## src/rtl/data_mem_pkg.sv

```systemverilog
// Shared definitions for the MEM-stage data memory port.
// Holds the MEM_READ/MEM_WRITE access codes, the port FSM state type,
// the FAULT_CAUSE encoding and the access-decode helpers.
package data_mem_pkg;

   // Load codes (MEM_READ)
   localparam logic [2:0] LD_NONE = 3'b000;
   localparam logic [2:0] LD_LB   = 3'b001;
   localparam logic [2:0] LD_LH   = 3'b010;
   localparam logic [2:0] LD_LW   = 3'b011;
   localparam logic [2:0] LD_LBU  = 3'b100;
   localparam logic [2:0] LD_LHU  = 3'b101;

   // Store codes (MEM_WRITE)
   localparam logic [2:0] ST_NONE = 3'b000;
   localparam logic [2:0] ST_SB   = 3'b001;
   localparam logic [2:0] ST_SH   = 3'b010;
   localparam logic [2:0] ST_SW   = 3'b011;

   typedef enum logic [1:0] {
      S_IDLE = 2'b00,
      S_WAIT = 2'b01,
      S_DONE = 2'b10
   } state_e;

   typedef enum logic [1:0] {
      FC_NONE     = 2'b00,
      FC_MISALIGN = 2'b01,
      FC_ILLEGAL  = 2'b10,
      FC_TIMEOUT  = 2'b11
   } fault_e;

   // Illegal code takes priority over misalignment.
   function automatic fault_e access_fault(input logic [2:0] rd,
                                           input logic [2:0] wr,
                                           input logic [1:0] a);
      logic half;
      logic word;
      half = (rd == LD_LH) || (rd == LD_LHU) || (wr == ST_SH);
      word = (rd == LD_LW) || (wr == ST_SW);
      if (rd > LD_LHU || wr > ST_SW || (rd != LD_NONE && wr != ST_NONE))
         return FC_ILLEGAL;
      if ((half && a[0]) || (word && a != 2'b00))
         return FC_MISALIGN;
      return FC_NONE;
   endfunction

   function automatic logic [3:0] store_be(input logic [2:0] wr,
                                           input logic [1:0] a);
      case (wr)
         ST_SB:   return 4'b0001 << a;
         ST_SH:   return a[1] ? 4'b1100 : 4'b0011;
         ST_SW:   return 4'b1111;
         default: return 4'b0000;
      endcase
   endfunction

   // Store data is replicated across lanes so the byte enables alone pick the target.
   function automatic logic [31:0] store_wdata(input logic [2:0] wr,
                                               input logic [31:0] wd);
      case (wr)
         ST_SB:   return {4{wd[7:0]}};
         ST_SH:   return {2{wd[15:0]}};
         ST_SW:   return wd;
         default: return '0;
      endcase
   endfunction

endpackage

```

## src/rtl/data_mem_port_load_align.sv

```systemverilog
// mem_load_align: combinational load extraction.
//   rdata   - word read from memory
//   addr_lo - byte offset within the word
//   rd_code - load code (LB/LH/LW/LBU/LHU)
//   ext     - selected byte/half, sign- or zero-extended; LW passes through
module mem_load_align
   import data_mem_pkg::*;
(
   input  logic [31:0] rdata,
   input  logic [1:0]  addr_lo,
   input  logic [2:0]  rd_code,
   output logic [31:0] ext
);

   logic [7:0]  byte_sel;
   logic [15:0] half_sel;

   always_comb begin
      case (addr_lo)
         2'd0:    byte_sel = rdata[7:0];
         2'd1:    byte_sel = rdata[15:8];
         2'd2:    byte_sel = rdata[23:16];
         default: byte_sel = rdata[31:24];
      endcase
      half_sel = addr_lo[1] ? rdata[31:16] : rdata[15:0];

      case (rd_code)
         LD_LB:   ext = {{24{byte_sel[7]}}, byte_sel};
         LD_LBU:  ext = {24'h000000, byte_sel};
         LD_LH:   ext = {{16{half_sel[15]}}, half_sel};
         LD_LHU:  ext = {16'h0000, half_sel};
         LD_LW:   ext = rdata;
         default: ext = '0;
      endcase
   end

endmodule

```

## src/rtl/data_mem_port.sv

```systemverilog
// data_mem_port: MEM-stage responder for ctrl_unit load/store codes.
//   CLK, RESET              - clock, asynchronous active-high reset
//   MEM_READ / MEM_WRITE    - encoded load / store request
//   ADDRESS, WRITE_DATA     - byte address and store data
//   READ_DATA               - extended load result, valid in DONE, held after
//   BUSYWAIT                - pipeline stall request
//   ACCESS_FAULT            - one-cycle pulse in DONE for a faulted access
//   FAULT_CAUSE             - last access fault cause, held until next access
//   MEM_REQ/WE/ADDR/BYTE_EN/WDATA - registered word-memory request
//   MEM_RDATA, MEM_ACK      - memory read data and completion strobe
module data_mem_port
   import data_mem_pkg::*;
#(
   parameter int unsigned ADDR_W  = 32,
   parameter int unsigned TIMEOUT = 16
) (
   input  logic              CLK,
   input  logic              RESET,
   input  logic [2:0]        MEM_READ,
   input  logic [2:0]        MEM_WRITE,
   input  logic [ADDR_W-1:0] ADDRESS,
   input  logic [31:0]       WRITE_DATA,
   output logic [31:0]       READ_DATA,
   output logic              BUSYWAIT,
   output logic              ACCESS_FAULT,
   output logic [1:0]        FAULT_CAUSE,
   output logic              MEM_REQ,
   output logic              MEM_WE,
   output logic [ADDR_W-3:0] MEM_ADDR,
   output logic [3:0]        MEM_BYTE_EN,
   output logic [31:0]       MEM_WDATA,
   input  logic [31:0]       MEM_RDATA,
   input  logic              MEM_ACK
);

   localparam int unsigned CNT_W = $clog2(TIMEOUT);

   state_e            state_q, state_d;
   fault_e            fault_q, fault_d;
   logic [CNT_W-1:0]  cnt_q, cnt_d;
   logic [2:0]        rd_code_q, rd_code_d;
   logic [1:0]        addr_lo_q, addr_lo_d;
   logic [31:0]       read_data_q, read_data_d;
   logic              mem_req_q, mem_req_d;
   logic              mem_we_q, mem_we_d;
   logic [ADDR_W-3:0] mem_addr_q, mem_addr_d;
   logic [3:0]        mem_byte_en_q, mem_byte_en_d;
   logic [31:0]       mem_wdata_q, mem_wdata_d;

   logic              access;
   fault_e            fault_chk;
   logic [31:0]       load_ext;

   mem_load_align u_load_align (
      .rdata   (MEM_RDATA),
      .addr_lo (addr_lo_q),
      .rd_code (rd_code_q),
      .ext     (load_ext)
   );

   assign access    = (MEM_READ != LD_NONE) || (MEM_WRITE != ST_NONE);
   assign fault_chk = access_fault(MEM_READ, MEM_WRITE, ADDRESS[1:0]);

   always_comb begin
      state_d       = state_q;
      fault_d       = fault_q;
      cnt_d         = cnt_q;
      rd_code_d     = rd_code_q;
      addr_lo_d     = addr_lo_q;
      read_data_d   = read_data_q;
      mem_req_d     = mem_req_q;
      mem_we_d      = mem_we_q;
      mem_addr_d    = mem_addr_q;
      mem_byte_en_d = mem_byte_en_q;
      mem_wdata_d   = mem_wdata_q;
      BUSYWAIT      = 1'b0;

      case (state_q)
         S_IDLE: begin
            // Stall in the same cycle the access appears.
            BUSYWAIT = access;
            if (access) begin
               fault_d   = fault_chk;
               rd_code_d = MEM_READ;
               addr_lo_d = ADDRESS[1:0];
               cnt_d     = '0;
               if (fault_chk != FC_NONE) begin
                  state_d     = S_DONE;
                  read_data_d = '0;
               end else begin
                  state_d       = S_WAIT;
                  mem_req_d     = 1'b1;
                  mem_we_d      = (MEM_WRITE != ST_NONE);
                  mem_addr_d    = ADDRESS[ADDR_W-1:2];
                  mem_byte_en_d = store_be(MEM_WRITE, ADDRESS[1:0]);
                  mem_wdata_d   = store_wdata(MEM_WRITE, WRITE_DATA);
               end
            end
         end
         S_WAIT: begin
            BUSYWAIT = 1'b1;
            // Ack is tested first so it wins over a coincident timeout.
            if (MEM_ACK) begin
               state_d     = S_DONE;
               mem_req_d   = 1'b0;
               read_data_d = (rd_code_q != LD_NONE) ? load_ext : '0;
            end else if (cnt_q == CNT_W'(TIMEOUT - 1)) begin
               state_d     = S_DONE;
               mem_req_d   = 1'b0;
               fault_d     = FC_TIMEOUT;
               read_data_d = '0;
            end else begin
               cnt_d = cnt_q + CNT_W'(1);
            end
         end
         S_DONE: begin
            state_d = S_IDLE;
         end
         default: begin
            state_d = S_IDLE;
         end
      endcase
   end

   always_ff @(posedge CLK or posedge RESET) begin
      if (RESET) begin
         state_q       <= S_IDLE;
         fault_q       <= FC_NONE;
         cnt_q         <= '0;
         rd_code_q     <= LD_NONE;
         addr_lo_q     <= '0;
         read_data_q   <= '0;
         mem_req_q     <= 1'b0;
         mem_we_q      <= 1'b0;
         mem_addr_q    <= '0;
         mem_byte_en_q <= '0;
         mem_wdata_q   <= '0;
      end else begin
         state_q       <= state_d;
         fault_q       <= fault_d;
         cnt_q         <= cnt_d;
         rd_code_q     <= rd_code_d;
         addr_lo_q     <= addr_lo_d;
         read_data_q   <= read_data_d;
         mem_req_q     <= mem_req_d;
         mem_we_q      <= mem_we_d;
         mem_addr_q    <= mem_addr_d;
         mem_byte_en_q <= mem_byte_en_d;
         mem_wdata_q   <= mem_wdata_d;
      end
   end

   assign READ_DATA    = read_data_q;
   assign FAULT_CAUSE  = fault_q;
   assign ACCESS_FAULT = (state_q == S_DONE) && (fault_q != FC_NONE);
   assign MEM_REQ      = mem_req_q;
   assign MEM_WE       = mem_we_q;
   assign MEM_ADDR     = mem_addr_q;
   assign MEM_BYTE_EN  = mem_byte_en_q;
   assign MEM_WDATA    = mem_wdata_q;

endmodule

```

## config.mk

```make
export PLATFORM = sky130hd
export DESIGN_NAME = data_mem_port
export DESIGN_NICKNAME = d
export VERILOG_FILES = /design/src/rtl/data_mem_pkg.sv /design/src/rtl/data_mem_port_load_align.sv /design/src/rtl/data_mem_port.sv
export SDC_FILE = /design/constraint.sdc
export NUM_CORES = 1
export LEC_CHECK = 0
export BUFFER_PORTS_ARGS = -buffer_cell sky130_fd_sc_hd__buf_2
export CAP_MARGIN = 30
export CORE_MARGIN = 2
export CORE_UTILIZATION = 49
export CTS_CLUSTER_DIAMETER = 40
export CTS_CLUSTER_SIZE = 40
export DETAILED_ROUTE_END_ITERATION = 7
export PLACE_DENSITY = 0.87
export RECOVER_POWER = 100
export SETUP_SLACK_MARGIN = 0.05
export SYNTH_ARGS = -nofsm -noshare
export SYNTH_HDL_FRONTEND = slang
export SYNTH_SLANG_ARGS = --single-unit
```

## constraint.sdc

```tcl
create_clock -name CLK -period 4.3 [get_ports CLK]
set_clock_uncertainty 0.1 [all_clocks]
set_input_delay 0.645 -clock CLK [delete_from_list [all_inputs] [get_ports CLK]]
set_output_delay 0.645 -clock CLK [all_outputs]
set_load 0.02 [all_outputs]
```

---- Word level (Yosys, flattened, before mapping) ----
Cells that the tools add are included.
storage, ports and cells
  bits of input ports ..................... 105
  output and inout port bits .............. 104
  logic and storage cells ................. 104
  register bits after elaboration ......... 113
operators by class
  equal/unequal tests ..................... 23
  bitwise operators ....................... 1
  add/sub/neg operators ................... 1
  reduce and logical (&&, ||, !) cells .... 27
  mux-type cells .......................... 38
  shifts and indexed selects .............. 1
  order comparisons ....................... 2
operators by type and width
  kind                 count
  $mux 32              5
  $pmux 32 s5          1
  $pmux 32 s3          1
  $pmux 32 s2          1
  $pmux 8 s3           1
  $mux 2               11
  $eq 3x2->1 const B   6
  $mux 16              1
  $mux 4               4
  $reduce_and 4->1     4
  $ne 2x2->1 const B   6
  $pmux 4 s3           1
  $eq 3x3->1 const B   3
  $reduce_bool 3->1    3
  $pmux 2 s2           2
  $pmux 4 s2           1
  $reduce_bool 2->1    4
  $logic_or 1x1->1     7
  $mux 1               7
  $eq 3x1->1 const B   2
  $add 4x1->4 const B  1
  $eq 2x1->1 const B   2
  $eq 2x2->1 const B   2
  $eq 4x4->1 const B   1
  10 further kinds     16

---- Depth between registers and ports, before layout ----
  depth in word-level cells ............... 13
  gate-level depth with buffers ........... 8
  gate-level depth less buffers ........... 6

---- Hierarchy ----
From an unflattened synthesis, not the netlist that was laid out.
second synthesis, totals
  cell total of the unflattened synthesis .. 567
  area, all modules ....................... 6,187.2 um^2
modules (own cells, without submodules)
  module          times used  sequential area each (um^2)  cells each  area an instance (um^2)
  data_mem_port   1           2,827.7                      395         4,956.0
  mem_load_align  1           0.0                          172         1,231.2

---- Least setup slack after synthesis ----
Ideal clock, no wire load.
  kind .................................... input to register
  start point ............................. input port MEM_WRITE[2]
  end point ............................... register read_data_q[10] (netlist: READ_DATA[10])
  required time ........................... 4.068 ns
  library setup time ...................... 0.132 ns
  path buffers ............................ 2
  data arrival time ....................... 2.154 ns
  path slack .............................. 1.914 ns
  cell stages on the path ................. 7
  cells stage by stage .................... clkbuf_1 > nor3_2 > a31oi_1 > o21ai_0 > a31o_2 > buf_2 > o2bb2ai_1
between the ends
  longest elaborated chain between the ends .. 11
  elaborated cells between the ends (all ways) .. 23
  those cells by class .................... 1 x order compare; 4 x eq/ne; 6 x mux; 12 x reduce/logical
ends and longest elaborated chain
  item                                   line                                    RTL
  start, declared                        data_mem_port.sv:20                     input logic [2:0] MEM_WRITE,
  $eq 3x2->1 (on tied branches)          data_mem_pkg.sv:39, data_mem_pkg.sv:40
  $logic_or 1x1->1 (on tied branches)    data_mem_pkg.sv:39, data_mem_pkg.sv:40
  $logic_and 1x1->1                      data_mem_pkg.sv:43                      if ((half && a[0]) || (word && a != 2'b00))
  $logic_or 1x1->1                       data_mem_pkg.sv:43
  $mux 1 (2 in a row)                    data_mem_pkg.sv:43
  $mux 2                                 data_mem_pkg.sv:45                      return FC_NONE;
  $mux 2                                 data_mem_pkg.sv:43
  $reduce_bool 2->1                      data_mem_port.sv:87                     if (fault_chk != FC_NONE) begin
  $ne 2x2->1 (no source line)            -
  $reduce_and 4->1 (no source line) (*)  -
  end signal, assigned                   data_mem_port.sv:144                    read_data_q <= read_data_d;
  end, declared                          data_mem_port.sv:43                     logic [31:0] read_data_q, read_data_d;
Mark *: on every way between the ends. The rest lies on a longest branch, timed or not. The select of a mux whose other input is x is not followed.
A chain may end at the register's enable or synchronous reset.

---- Worst setup path after layout ----
  start point ............................. input port MEM_WRITE[2]
  end point ............................... register mem_addr_q[6] (netlist: MEM_ADDR[6])
between the ends
  longest elaborated chain between the ends .. 11
  elaborated cells between the ends (all ways) .. 22
  those cells by class .................... 1 x order compare; 2 x eq/ne; 6 x mux; 1 x bitwise; 12 x reduce/logical
ends and longest elaborated chain
  item                                   line                                    RTL
  $eq 3x2->1 (on tied branches)          data_mem_pkg.sv:39, data_mem_pkg.sv:40
  $logic_or 1x1->1 (on tied branches)    data_mem_pkg.sv:39, data_mem_pkg.sv:40
  $logic_and 1x1->1                      data_mem_pkg.sv:43
  $logic_or 1x1->1                       data_mem_pkg.sv:43
  $mux 1 (2 in a row)                    data_mem_pkg.sv:43
  $mux 2                                 data_mem_pkg.sv:45
  $mux 2                                 data_mem_pkg.sv:43
  $reduce_bool 2->1                      data_mem_port.sv:87
  $not 1->1 (no source line)             -
  $reduce_and 3->1 (no source line) (*)  -
  end signal, assigned                   data_mem_port.sv:147                    mem_addr_q <= mem_addr_d;
  end, declared                          data_mem_port.sv:46                     logic [ADDR_W-3:0] mem_addr_q, mem_addr_d;
Marked as above.

==> metrics.txt <==
# TYPE chip_impl_metric gauge
chip_impl_metric{name="grt_first_pass_wirelength",unit="um"} 23160
chip_impl_info{name="netlist_top_cells_area",value="dfrtp_1, mux2_2, o2bb2ai_1, a21oi_1, mux4_2"} 1
chip_impl_metric{name="design.die.area",unit="mm^2"} 0.01210
chip_impl_metric{name="report.final.hold_viol_count",unit=""} 0
chip_impl_metric{name="num-nets-final",unit=""} 779
chip_impl_metric{name="place.port_buffers",unit=""} 208
chip_impl_metric{name="ctsHtreeMaxLevel",unit=""} 4
chip_impl_metric{name="postSynthNetCount",unit=""} 581
chip_impl_info{name="classification_of_the_worst_setup_path",value="input pin to register"} 1
chip_impl_info{name="netlist.top_cell.by_area",value="dfrtp_1"} 1
chip_impl_metric{name="clock_latency_at_the_later_pin_of_the_worst_skew_pair",unit="ns"} 0.51
chip_impl_info{name="synth_top_flop_cell",value="dfrtp_1"} 1
chip_impl_metric{name="crit_path_max_incr_delay",unit="ns"} 1.03
chip_impl_metric{name="met3_wirelength",unit="um"} 1218
chip_impl_info{name="timing.critical_path.to_type",value="register"} 1
chip_impl_metric{name="syn-mean-instance-area",unit="um^2"} 11.59
chip_impl_info{name="violated_checks",value="max-capacitance violations, max-slew violations"} 1
chip_impl_metric{name="power_density",unit="mW/mm^2"} 692.5
chip_impl_metric{name="grt_start_max_net_pins",unit=""} 55
chip_impl_metric{name="drc",unit=""} 0
chip_impl_info{name="outcome",value="complete, but fails checks"} 1
chip_impl_metric{name="antenna_cells_inserted",unit=""} 0
chip_impl_metric{name="slew_violations",unit=""} 74
chip_impl_metric{name="arrival",unit="ns"} 3.67
chip_impl_metric{name="overflow",unit=""} 0
chip_impl_info{name="cts_tree",value="done"} 1
chip_impl_metric{name="rows",unit=""} 38
chip_impl_info{name="routed.top_layer",value="met4"} 1
chip_impl_metric{name="synth_largest_type_area_fraction",unit="%"} 51.36
chip_impl_metric{name="tns",unit="ns"} 0
chip_impl_metric{name="groute.usage.overall",unit="%"} 25.07
chip_impl_metric{name="final_period_minus_worst_setup_slack",unit="ns"} 3.383
chip_impl_metric{name="numClockSinks",unit=""} 113
chip_impl_metric{name="post-route-period-util",unit="%"} 78.68
chip_impl_metric{name="finish.utilization",unit="%"} 64.49
chip_impl_metric{name="first_iter_violations",unit=""} 314
chip_impl_metric{name="area_delta_synth_final",unit="%"} 27.55
chip_impl_metric{name="synth_edf_count",unit=""} 0
chip_impl_metric{name="clk_pin_slew_worst_paths",unit="ns"} 0.06
chip_impl_info{name="critical-path-top-delay-family",value="buffers and inverters"} 1
chip_impl_metric{name="grt_pass1_vias",unit=""} 4777
chip_impl_metric{name="tightestPinTransition",unit="ns"} 1.842
chip_impl_info{name="worst_setup_path_start_kind",value="input pin"} 1
chip_impl_metric{name="postCtsSetupBuffers",unit=""} 0
chip_impl_metric{name="detail_route.wirelength.met1",unit="um"} 5812
chip_impl_metric{name="synth.yosys.warnings",unit=""} 0
chip_impl_metric{name="route.antenna.remaining_nets",unit=""} 0
chip_impl_metric{name="timing.final.setup_violations",unit=""} 0
chip_impl_metric{name="synth.cell_area",unit="mm^2"} 0.005505
chip_impl_metric{name="p_switching",unit="mW"} 1.870
chip_impl_metric{name="worstPathMaxFanout",unit=""} 54
chip_impl_metric{name="power.share.combinational",unit="%"} 37.7
chip_impl_metric{name="gate_count_of_the_mapped_netlist",unit=""} 475
chip_impl_metric{name="via_per_inst",unit=""} 5.864
chip_impl_metric{name="switching_share",unit="%"} 38.45
chip_impl_info{name="critical_path.slowest_cell",value="clkbuf_1"} 1
chip_impl_metric{name="design.portCount",unit=""} 209
chip_impl_metric{name="die_x",unit="um"} 110.0
chip_impl_metric{name="floorplan.initialDensity",unit="%"} 50.56
chip_impl_metric{name="timing.final.ws_setup",unit="ns"} 0.9169
chip_impl_metric{name="share_of_cells_above_drive_strength_1",unit="%"} 33.14
chip_impl_metric{name="die_h",unit="um"} 110.0
chip_impl_info{name="unrepaired_setup_endpoints_after_global_routing",value="no"} 1
chip_impl_metric{name="hold_buf_cts",unit=""} 0
chip_impl_metric{name="cts.repair.resized",unit=""} 0
chip_impl_metric{name="clock_tree.buffer_depth",unit=""} 2
chip_impl_metric{name="synth_seq_cells",unit=""} 113
chip_impl_metric{name="largest_voltage_drop_on_the_vdd_net",unit="mV"} 0.4086
chip_impl_metric{name="leakage_power",unit="nW"} 3.127
chip_impl_info{name="critical_path.cell_chain",value="clkbuf_1 -> nor3_2 -> a21boi_1 -> nand2_1 -> nor2_4 -> buf_4 -> mux2_2"} 1
chip_impl_metric{name="post_synth_num_cell_types",unit=""} 49
chip_impl_metric{name="internal_power",unit="mW"} 2.993
chip_impl_info{name="most_frequent_cells_in_the_layout",value="dfrtp_1, clkbuf_1, buf_2"} 1
chip_impl_metric{name="max_cap_viol_count",unit=""} 2
chip_impl_info{name="root_buffer_cell",value="clkbuf_8"} 1
chip_impl_metric{name="max-slew-margin-rel",unit="%"} -23.48
chip_impl_metric{name="gp_congestion",unit=""} 0.9333
chip_impl_metric{name="power.share.clock",unit="%"} 27.7
chip_impl_metric{name="numCtsBuffers",unit=""} 17
chip_impl_metric{name="number_of_antenna_violations_at_the_first_check_in_global_routing",unit=""} 0
chip_impl_metric{name="worstPathRequired",unit="ns"} 4.59
chip_impl_metric{name="totalWireLength",unit="um"} 15000
chip_impl_metric{name="seqPwrFrac",unit="%"} 34.6
chip_impl_metric{name="met2RoutedLength",unit="um"} 7465
chip_impl_metric{name="timing.fmax",unit="GHz"} 0.2956
chip_impl_metric{name="async_reset_ff_share",unit="%"} 100.0
chip_impl_metric{name="detailedPlacementHpwl",unit="um"} 10640
chip_impl_metric{name="place_worst_setup_slack",unit="ns"} 1.116
chip_impl_metric{name="drt_pre_antenna_iters",unit=""} 7
chip_impl_metric{name="num_vias",unit=""} 4838
chip_impl_metric{name="ys_seq_area_share",unit="%"} 51.36
chip_impl_metric{name="timing.critical_path.buf_inv",unit=""} 2
chip_impl_info{name="path_category_of_the_worst_min_delay_check",value="input pin to register"} 1
chip_impl_info{name="final_common_cell",value="dfrtp_1"} 1
chip_impl_metric{name="wl_per_cell",unit="um"} 18.18
chip_impl_metric{name="design.core.area",unit="mm^2"} 0.01089
[power by group through the flow]
stage | Combinational (mW) | Clock (mW) | Sequential [mW]
floorplan | 0.984 | 0 | 2.01
global placement | 1.86 | 0 | 1.67
detailed placement | 1.92 | 0 | 1.68
CTS | 1.93 | 1.36 | 1.67
global route | 1.98 | 1.42 | 1.72
finish | 1.84 | 1.35 | 1.68
[synth_stat cells, types with 4 or more instances]
cell and instances:
nand2_1 48, buf_2 14, inv_1 6, o2bb2ai_1 33, mux4_2 8, nor2_1 13, and3_1 9, clkbuf_1 16
buf_6 4, mux2_2 75, a21oi_1 46, o21ai_0 23, a221oi_1 16, nand3_1 5, dfrtp_1 113
[routing by layer]
metal / vias up / global-route usage [%]
met2: 277 / 39.57
met3: 45 / 6.114
li1: 2168 / -
met1: 2348 / 32.20
met4: 0 / 12.75
met5: - / 0
[registers in the layout, indices dropped and copies added (netlist names)]
register     cells
rd_code_q        3
cnt_q            4
MEM_ADDR        30
FAULT_CAUSE      2
MEM_WE           1
state_q          2
MEM_WDATA       32
READ_DATA       32
addr_lo_q        2
MEM_REQ          1
MEM_BYTE_EN      4
[layout make-up]
cell class,instances,area [um^2]
clock buffers,19,421.7
clock inverters,12,142.6
fillers,875,3866
inverters,7,27.53
multi-input cells,320,2480
flip-flops and latches,113,2828
well taps,140,175.2
repair buffers,214,947.2
[cell families (layout without fill, tap and decap cells)]
family | after synthesis | in the layout | share of synthesized area (%)
multiplexers | 86 | 86 | 19.20
flip-flops | 113 | 113 | 51.36
adder cells (fa/ha/maj) | 1 | 1 | 0.2272
buffers and inverters | 42 | 252 | 3.727
AND/OR/NAND/NOR | 92 | 92 | 7.796
XOR/XNOR | 3 | 3 | 0.4774
AO/OA/AOI/OAI | 138 | 138 | 17.20
[stage by stage]
| stage | std cells | instance area [um^2] | power [mW] | hold slack, ns |
|---|---|---|---|---|
| after floorplan | 475 | 5505 | 2.991 | 0.3923 |
| after global placement | 793 | 6590 | 3.525 | 0.3653 |
| after detailed placement | 794 | 6598 | 3.601 | 0.3692 |
| after CTS | 825 | 7162 | 4.970 | 0.09095 |
| after global routing | 825 | 7022 | 5.118 | 0.2480 |
| final | 825 | 7022 | 4.863 | 0.2629 |
[path summary, 6_finish.rpt]
kind	start	endpoint	slack, ns	cells after the start
min reg2reg	READ_DATA[18]$_DFFE_PP0P_	READ_DATA[18]$_DFFE_PP0P_	0.39	1
max in group asynchronous	RESET	cnt_q[0]$_DFFE_PP0P_	1.42	3
min in group asynchronous	RESET	MEM_ADDR[1]$_DFFE_PP0P_	0.49	2
max reg2reg	state_q[0]$_DFFE_PP0P_	MEM_ADDR[6]$_DFFE_PP0P_	1.63	6
min	ADDRESS[18]	MEM_ADDR[16]$_DFFE_PP0P_	0.26	2
max	MEM_WRITE[2]	MEM_ADDR[6]$_DFFE_PP0P_	0.92	7
(Power assumes the default switching activity.)
